===== config.mk =====
export PLATFORM = sky130hd
export DESIGN_NAME = pipe_perf_monitor_flat
export DESIGN_NICKNAME = d
export VERILOG_FILES = /design/src/rtl/pipe_perf_monitor_if.sv /design/src/rtl/pipe_perf_monitor.sv /design/src/flat_wrapper.sv
export SDC_FILE = /design/constraint.sdc
export NUM_CORES = 1
export LEC_CHECK = 0
export CAP_MARGIN = 20
export CORE_ASPECT_RATIO = 2
export CORE_UTILIZATION = 47
export DETAILED_ROUTE_END_ITERATION = 12
export PLACE_DENSITY = 0.66
export SETUP_SLACK_MARGIN = 0.4
export SYNTH_ARGS = -nofsm -noshare
export SYNTH_HDL_FRONTEND = slang
export SYNTH_SLANG_ARGS = --single-unit

===== constraint.sdc =====
create_clock -name clk -period 10.8 [get_ports clk]
set_clock_uncertainty 0.1 [all_clocks]
set_input_delay 2.16 -clock clk [delete_from_list [all_inputs] [get_ports clk]]
set_output_delay 2.16 -clock clk [all_outputs]
set_load 0.01 [all_outputs]

===== src/rtl/pipe_perf_monitor_if.sv =====
// pipe_perf_monitor_if: run-control, event and read-port signals between the
// pipelined MIPS core (master) and the performance monitor (slave).
interface pipe_perf_monitor_if #(
  parameter int NUM_EVT = 4,
  parameter int CNT_W   = 32,
  parameter int SEL_W   = 3
);
  logic               halt;
  logic               go;
  logic [NUM_EVT-1:0] evt;
  logic               freeze;
  logic               clr;
  logic               snap;
  logic               rd_shadow;
  logic [SEL_W-1:0]   rd_sel;
  logic [CNT_W-1:0]   rd_data;
  logic [NUM_EVT:0]   ovf;
  logic               running;

  modport master (
    output halt, go, evt, freeze, clr, snap, rd_shadow, rd_sel,
    input  rd_data, ovf, running
  );

  modport slave (
    input  halt, go, evt, freeze, clr, snap, rd_shadow, rd_sel,
    output rd_data, ovf, running
  );
endinterface


===== src/rtl/pipe_perf_monitor.sv =====
// pipe_perf_monitor: run/halt control plus cycle and event counters for the
// pipelined MIPS core, with a snapshot bank and a registered read port.
// Counter index 0 is the cycle counter, index k is event counter k-1.
// Optional build macro PERF_SAT_EN: counters saturate at all-ones instead of
// wrapping; the overflow flag sets on the first increment attempt at maximum.
module pipe_perf_monitor #(
  parameter int NUM_EVT = 4,
  parameter int CNT_W   = 32,
  parameter int SEL_W   = 3
) (
  input logic               clk,
  input logic               rst,
  pipe_perf_monitor_if.slave bus
);

  localparam int NCNT = NUM_EVT + 1;
  localparam logic [CNT_W-1:0] CNT_MAX = '1;

  typedef enum logic {
    RUN    = 1'b0,
    HALTED = 1'b1
  } state_t;

  state_t            state;
  logic              running;
  logic [NCNT-1:0]   inc;
  logic [NCNT-1:0]   ovf_q;
  logic [CNT_W-1:0]  live   [NCNT];
  logic [CNT_W-1:0]  shadow [NCNT];
  logic [CNT_W-1:0]  rd_next;
  logic [CNT_W-1:0]  rd_q;

  // The pipeline may advance in RUN, or in HALTED while go is held (step/resume)
  always_comb begin
    running = (state == RUN) || bus.go;
  end

  // Per-counter increment requests; freeze only holds the event counters
  always_comb begin
    inc    = '0;
    inc[0] = running;
    for (int i = 0; i < NUM_EVT; i++) begin
      inc[i+1] = running && bus.evt[i] && !bus.freeze;
    end
  end

  // Run/halt FSM: halt without go parks the core, go without halt resumes it
  always_ff @(posedge clk) begin
    if (rst) begin
      state <= RUN;
    end else begin
      case (state)
        RUN: begin
          if (bus.halt && !bus.go) begin
            state <= HALTED;
          end
        end
        HALTED: begin
          if (bus.go && !bus.halt) begin
            state <= RUN;
          end
        end
        default: state <= RUN;
      endcase
    end
  end

  // Live counters and sticky overflow flags; clear beats increment
  always_ff @(posedge clk) begin
    if (rst || bus.clr) begin
      for (int k = 0; k < NCNT; k++) begin
        live[k] <= '0;
      end
      ovf_q <= '0;
    end else begin
      for (int k = 0; k < NCNT; k++) begin
        if (inc[k]) begin
          if (live[k] == CNT_MAX) begin
            ovf_q[k] <= 1'b1;
`ifdef PERF_SAT_EN
            // Saturating build: the counter simply stays at all-ones
`else
            live[k] <= '0;
`endif
          end else begin
            live[k] <= live[k] + CNT_W'(1);
          end
        end
      end
    end
  end

  // Snapshot bank captures the pre-edge live values, so snap+clr keeps the old counts
  always_ff @(posedge clk) begin
    if (rst) begin
      for (int k = 0; k < NCNT; k++) begin
        shadow[k] <= '0;
      end
    end else if (bus.snap) begin
      for (int k = 0; k < NCNT; k++) begin
        shadow[k] <= live[k];
      end
    end
  end

  // Read mux: selects live or shadow counter, unused select codes read as zero
  always_comb begin
    rd_next = '0;
    for (int k = 0; k < NCNT; k++) begin
      if (bus.rd_sel == SEL_W'(k)) begin
        rd_next = bus.rd_shadow ? shadow[k] : live[k];
      end
    end
  end

  // Registered read data for the display/LED path
  always_ff @(posedge clk) begin
    if (rst) begin
      rd_q <= '0;
    end else begin
      rd_q <= rd_next;
    end
  end

  assign bus.running = running;
  assign bus.ovf     = ovf_q;
  assign bus.rd_data = rd_q;

endmodule


===== src/flat_wrapper.sv =====
// flat-port wrapper written by rule: the top's interface ports become plain ports
module pipe_perf_monitor_flat 
#(
  parameter int NUM_EVT = 4,
  parameter int CNT_W   = 32,
  parameter int SEL_W   = 3
)
  (clk, rst, bus_halt, bus_go, bus_evt, bus_freeze, bus_clr, bus_snap, bus_rd_shadow, bus_rd_sel, bus_rd_data, bus_ovf, bus_running);
  pipe_perf_monitor_if #(.NUM_EVT(NUM_EVT), .CNT_W(CNT_W), .SEL_W(SEL_W)) bus_i ();
  input logic clk;
  input logic rst;
  input wire logic [$bits(bus_i.halt)-1:0] bus_halt;
  input wire logic [$bits(bus_i.go)-1:0] bus_go;
  input wire logic [$bits(bus_i.evt)-1:0] bus_evt;
  input wire logic [$bits(bus_i.freeze)-1:0] bus_freeze;
  input wire logic [$bits(bus_i.clr)-1:0] bus_clr;
  input wire logic [$bits(bus_i.snap)-1:0] bus_snap;
  input wire logic [$bits(bus_i.rd_shadow)-1:0] bus_rd_shadow;
  input wire logic [$bits(bus_i.rd_sel)-1:0] bus_rd_sel;
  output wire logic [$bits(bus_i.rd_data)-1:0] bus_rd_data;
  output wire logic [$bits(bus_i.ovf)-1:0] bus_ovf;
  output wire logic [$bits(bus_i.running)-1:0] bus_running;
  assign bus_i.halt = bus_halt;
  assign bus_i.go = bus_go;
  assign bus_i.evt = bus_evt;
  assign bus_i.freeze = bus_freeze;
  assign bus_i.clr = bus_clr;
  assign bus_i.snap = bus_snap;
  assign bus_i.rd_shadow = bus_rd_shadow;
  assign bus_i.rd_sel = bus_rd_sel;
  assign bus_rd_data = bus_i.rd_data;
  assign bus_ovf = bus_i.ovf;
  assign bus_running = bus_i.running;
  pipe_perf_monitor #(.NUM_EVT(NUM_EVT), .CNT_W(CNT_W), .SEL_W(SEL_W)) u_core (.clk(clk), .rst(rst), .bus(bus_i));
endmodule

==> out/qor.csv <==
stage,metric,value,unit
die,initial_core_util,47.8,%
routing,met2WireLength,25600,µm
setup_path,reg2reg_to,u_core.live[2][17],
routing,dr.pass1.iters,6,
setup_path,setup.worst_path.class,input pin to output port,
sta,grt_setup_unrepaired,false,
synth,syn_inst,1590,
power,power_frac_comb,6.6,%
synth,ys_types,57,
die,fp.dieW,141,µm
setup_path,rr_worst_depth,5,
power,p_int,2.38,mW
grt,overflow,0,
synth,ys_seq_elements,358,
cells_and_area,final_layout_size_suffix_gt1_share,6.55,%
clocking,root_buffer,clkbuf_16,
cells_and_area,fill_cells,3364,
die,num_io_pins,53,
power,pwr-share-clk,40.5,%
run,maxCapViolations,0,
setup_path,cp-end-kind,output port,
clocking,cts_buffer_depth,3,
cells_and_area,num-nets-final,1630,
routing,ant_nets,0,
routing,viasPerCell,5.78,
sta,period_share,53.5,%
min_path,hold_depth,2,
clocking,postCtsSetupBuffers,0,
routing,first_iter_violations,860,
power,cellLeakagePower,7.25,nW
sta,max-slew-margin-rel,26.2,%
placed_design,dp_hpwl,33300,µm
sta,worst-slew-pin-transition,1.10,ns
clocking,cts_sinks,358,
synth,synth.avg_cell_area,11.4,µm²
synth,synth_flop_cell,edfxtp_1,
clocking,clkTransAtPathRegs,0.06,ns
die,die_h,280,µm
grt,grt_pass1_vias,12216,
sta,min_period,5.78,ns
sta,tns,0,ns
die,coreArea,0.0379,mm²
sta,slew_viol_final,0,
cells_and_area,final_common_cell,edfxtp_1,
die,die-area,0.0394,mm²
synth,synth_edf_count,320,
min_path,hold_class,register to register,
setup_path,regToRegStartpoint,u_core.live[2][2],
power,p_sw,0.718,mW
power,switching_share,23.2,%
synth,ys_seq_area_share,57.2,%
die,num_rows,101,
cells_and_area,diodes,0,
power,powerDensity,153,mW/mm²
sta,setup_viol,0,
grt,antenna_found_initial,0,
routing,drt_wl_total,47500,µm
clocking,cts_buffers,34,
clocking,clkLatencyLatePin,0.54,ns
clocking,cts_max_level,2,
synth,synth_nets,1610,
sta,whs,0.364,ns
grt,grt_pass1_wl,73100,µm
outcome,status,completed,
power,peakVddDrop,0.132,mV
routing,wl_met1,17600,µm
setup_path,start_kind,input pin,
min_path,hold_end,u_core.bus.ovf[1],
grt,grtUsageTotal,24.9,%
cells_and_area,area_growth,11.3,%
routing,drc_errors,0,
routing,met3_length,1430,µm
clocking,cts_tree,built,
routing,dr.max_layer_used,met4,
min_path,hp-start,u_core.bus.ovf[1],
synth,synthesis.area,0.0181,mm²
setup_path,cp.required,8.54,ns
placed_design,io_buffers,52,
cells_and_area,layout_common_cells,"edfxtp_1, nor2_1, and2_1",
power,power,3.09,mW
sta,fmax,173,MHz
synth,async_flop_share,0,%
synth,yosysWarnings,0,
routing,via_count,12123,
placed_design,gp_congestion,0.851,
routing,wl_per_cell,22.7,µm
clocking,cts_resized,0,
clocking,cts_hold_buffers,0,
setup_path,timing.critical_path.fanout_max,4,
setup_path,crit_arrival,3.52,ns
sta,hold_violations,0,
setup_path,r2r_setup_slack,7.79,ns
grt,grt_max_degree,115,
power,power_frac_seq,52.9,%
## area by class of cell
cell class	instances	area [µm²]	area share [%]
inverter	16	60.1	0.298
timing repair buffer	72	689	3.42
multi-input combinational	1128	7320	36.3
clock inverter	9	126	0.627
clock buffer	51	1020	5.04
sequential	358	10400	51.4
tap	463	579	2.87
## kinds of logic after synthesis
logic type                 Yosys count  synth area share (%)
and+or+nand+nor                    705                  20.2
buffers and inverters              104                  2.50
adders and majority gates            5                 0.345
xor gates and xnor gates           141                  6.82
DFF                                358                  57.2
AOI/OAI and AO/OA                  117                  3.99
muxes                              160                  8.87
## metal layers
| layer | GRT usage (%) | up-vias |
|---|---|---|
| met5 | 0 | - |
| met2 | 46.5 | 267 |
| met1 | 27.4 | 6002 |
| met4 | 14.1 | 0 |
| met3 | 2.36 | 90 |
| li1 | - | 5764 |
## worst max path at each step
stage,startpoint,slack (ns),to
after global placement,bus_go,5.05,bus_running
after CTS,bus_go,5.02,bus_running
after floorplan,rst,5.79,u_core.shadow[0][0]
after detailed placement,bus_go,5.03,bus_running
after global routing,bus_go,4.97,bus_running
final,bus_go,5.02,bus_running
## Yosys cell counts, types with 4 or more instances
library cell	n	area, µm²
a211oi_1	6	45.0
a21oi_1	13	65.1
and2_1	168	1050
and3_1	14	87.6
and4_1	16	140
buf_1	6	22.5
buf_2	31	155
buf_4	4	30.0
clkbuf_1	45	169
dfxtp_1	38	761
edfxtp_1	320	9610
ha_1	5	62.6
inv_1	16	60.1
mux2_2	5	56.3
mux2i_1	155	1550
nand2_1	74	278
nand3_1	56	280
nand4_1	49	307
nor2_1	229	860
nor2b_1	4	25.0
nor3_1	45	225
nor3_2	5	50.1
nor4_1	18	113
nor4_2	4	50.1
o21ai_0	28	140
o22ai_1	52	325
or3_1	7	43.8
xnor2_1	60	526
xor2_1	81	709
## per-stage QoR
stage	util (%)	std cells	setup slack, ns	instance area [µm²]
CTS	53.2	2097	5.02	20200
detailed placement	50.2	2037	5.03	19000
global placement	50.1	2036	5.05	19000
global route	53.2	2097	4.97	20200
finish	53.2	2097	5.02	20200
floorplan	-	1590	5.79	18100
## sequential cells by signal, indices dropped and copies added (netlist names)
signal / flops
u_core.live: 160
u_core.shadow: 160
u_core.bus.rd_data: 32
u_core.bus.ovf: 5
u_core.state: 1
## worst max-delay path: stages
cell and delay [ns]:
clkdlybuf4s50_1 0.42, nor2b_1 0.27, inv_1 0.15, clkdlybuf4s50_1 0.51
## power by group through the flow
stage / registers [mW] / clock network [mW] / logic, mW
2_1_floorplan: 1.64 / 0 / 0.133
3_3_place_gp: 1.66 / 0 / 0.201
3_5_place_dp: 1.67 / 0 / 0.204
4_1_cts: 1.64 / 1.27 / 0.205
5_1_grt: 1.65 / 1.32 / 0.218
6_report: 1.64 / 1.25 / 0.203
Power figures use the tool's default switching activity.
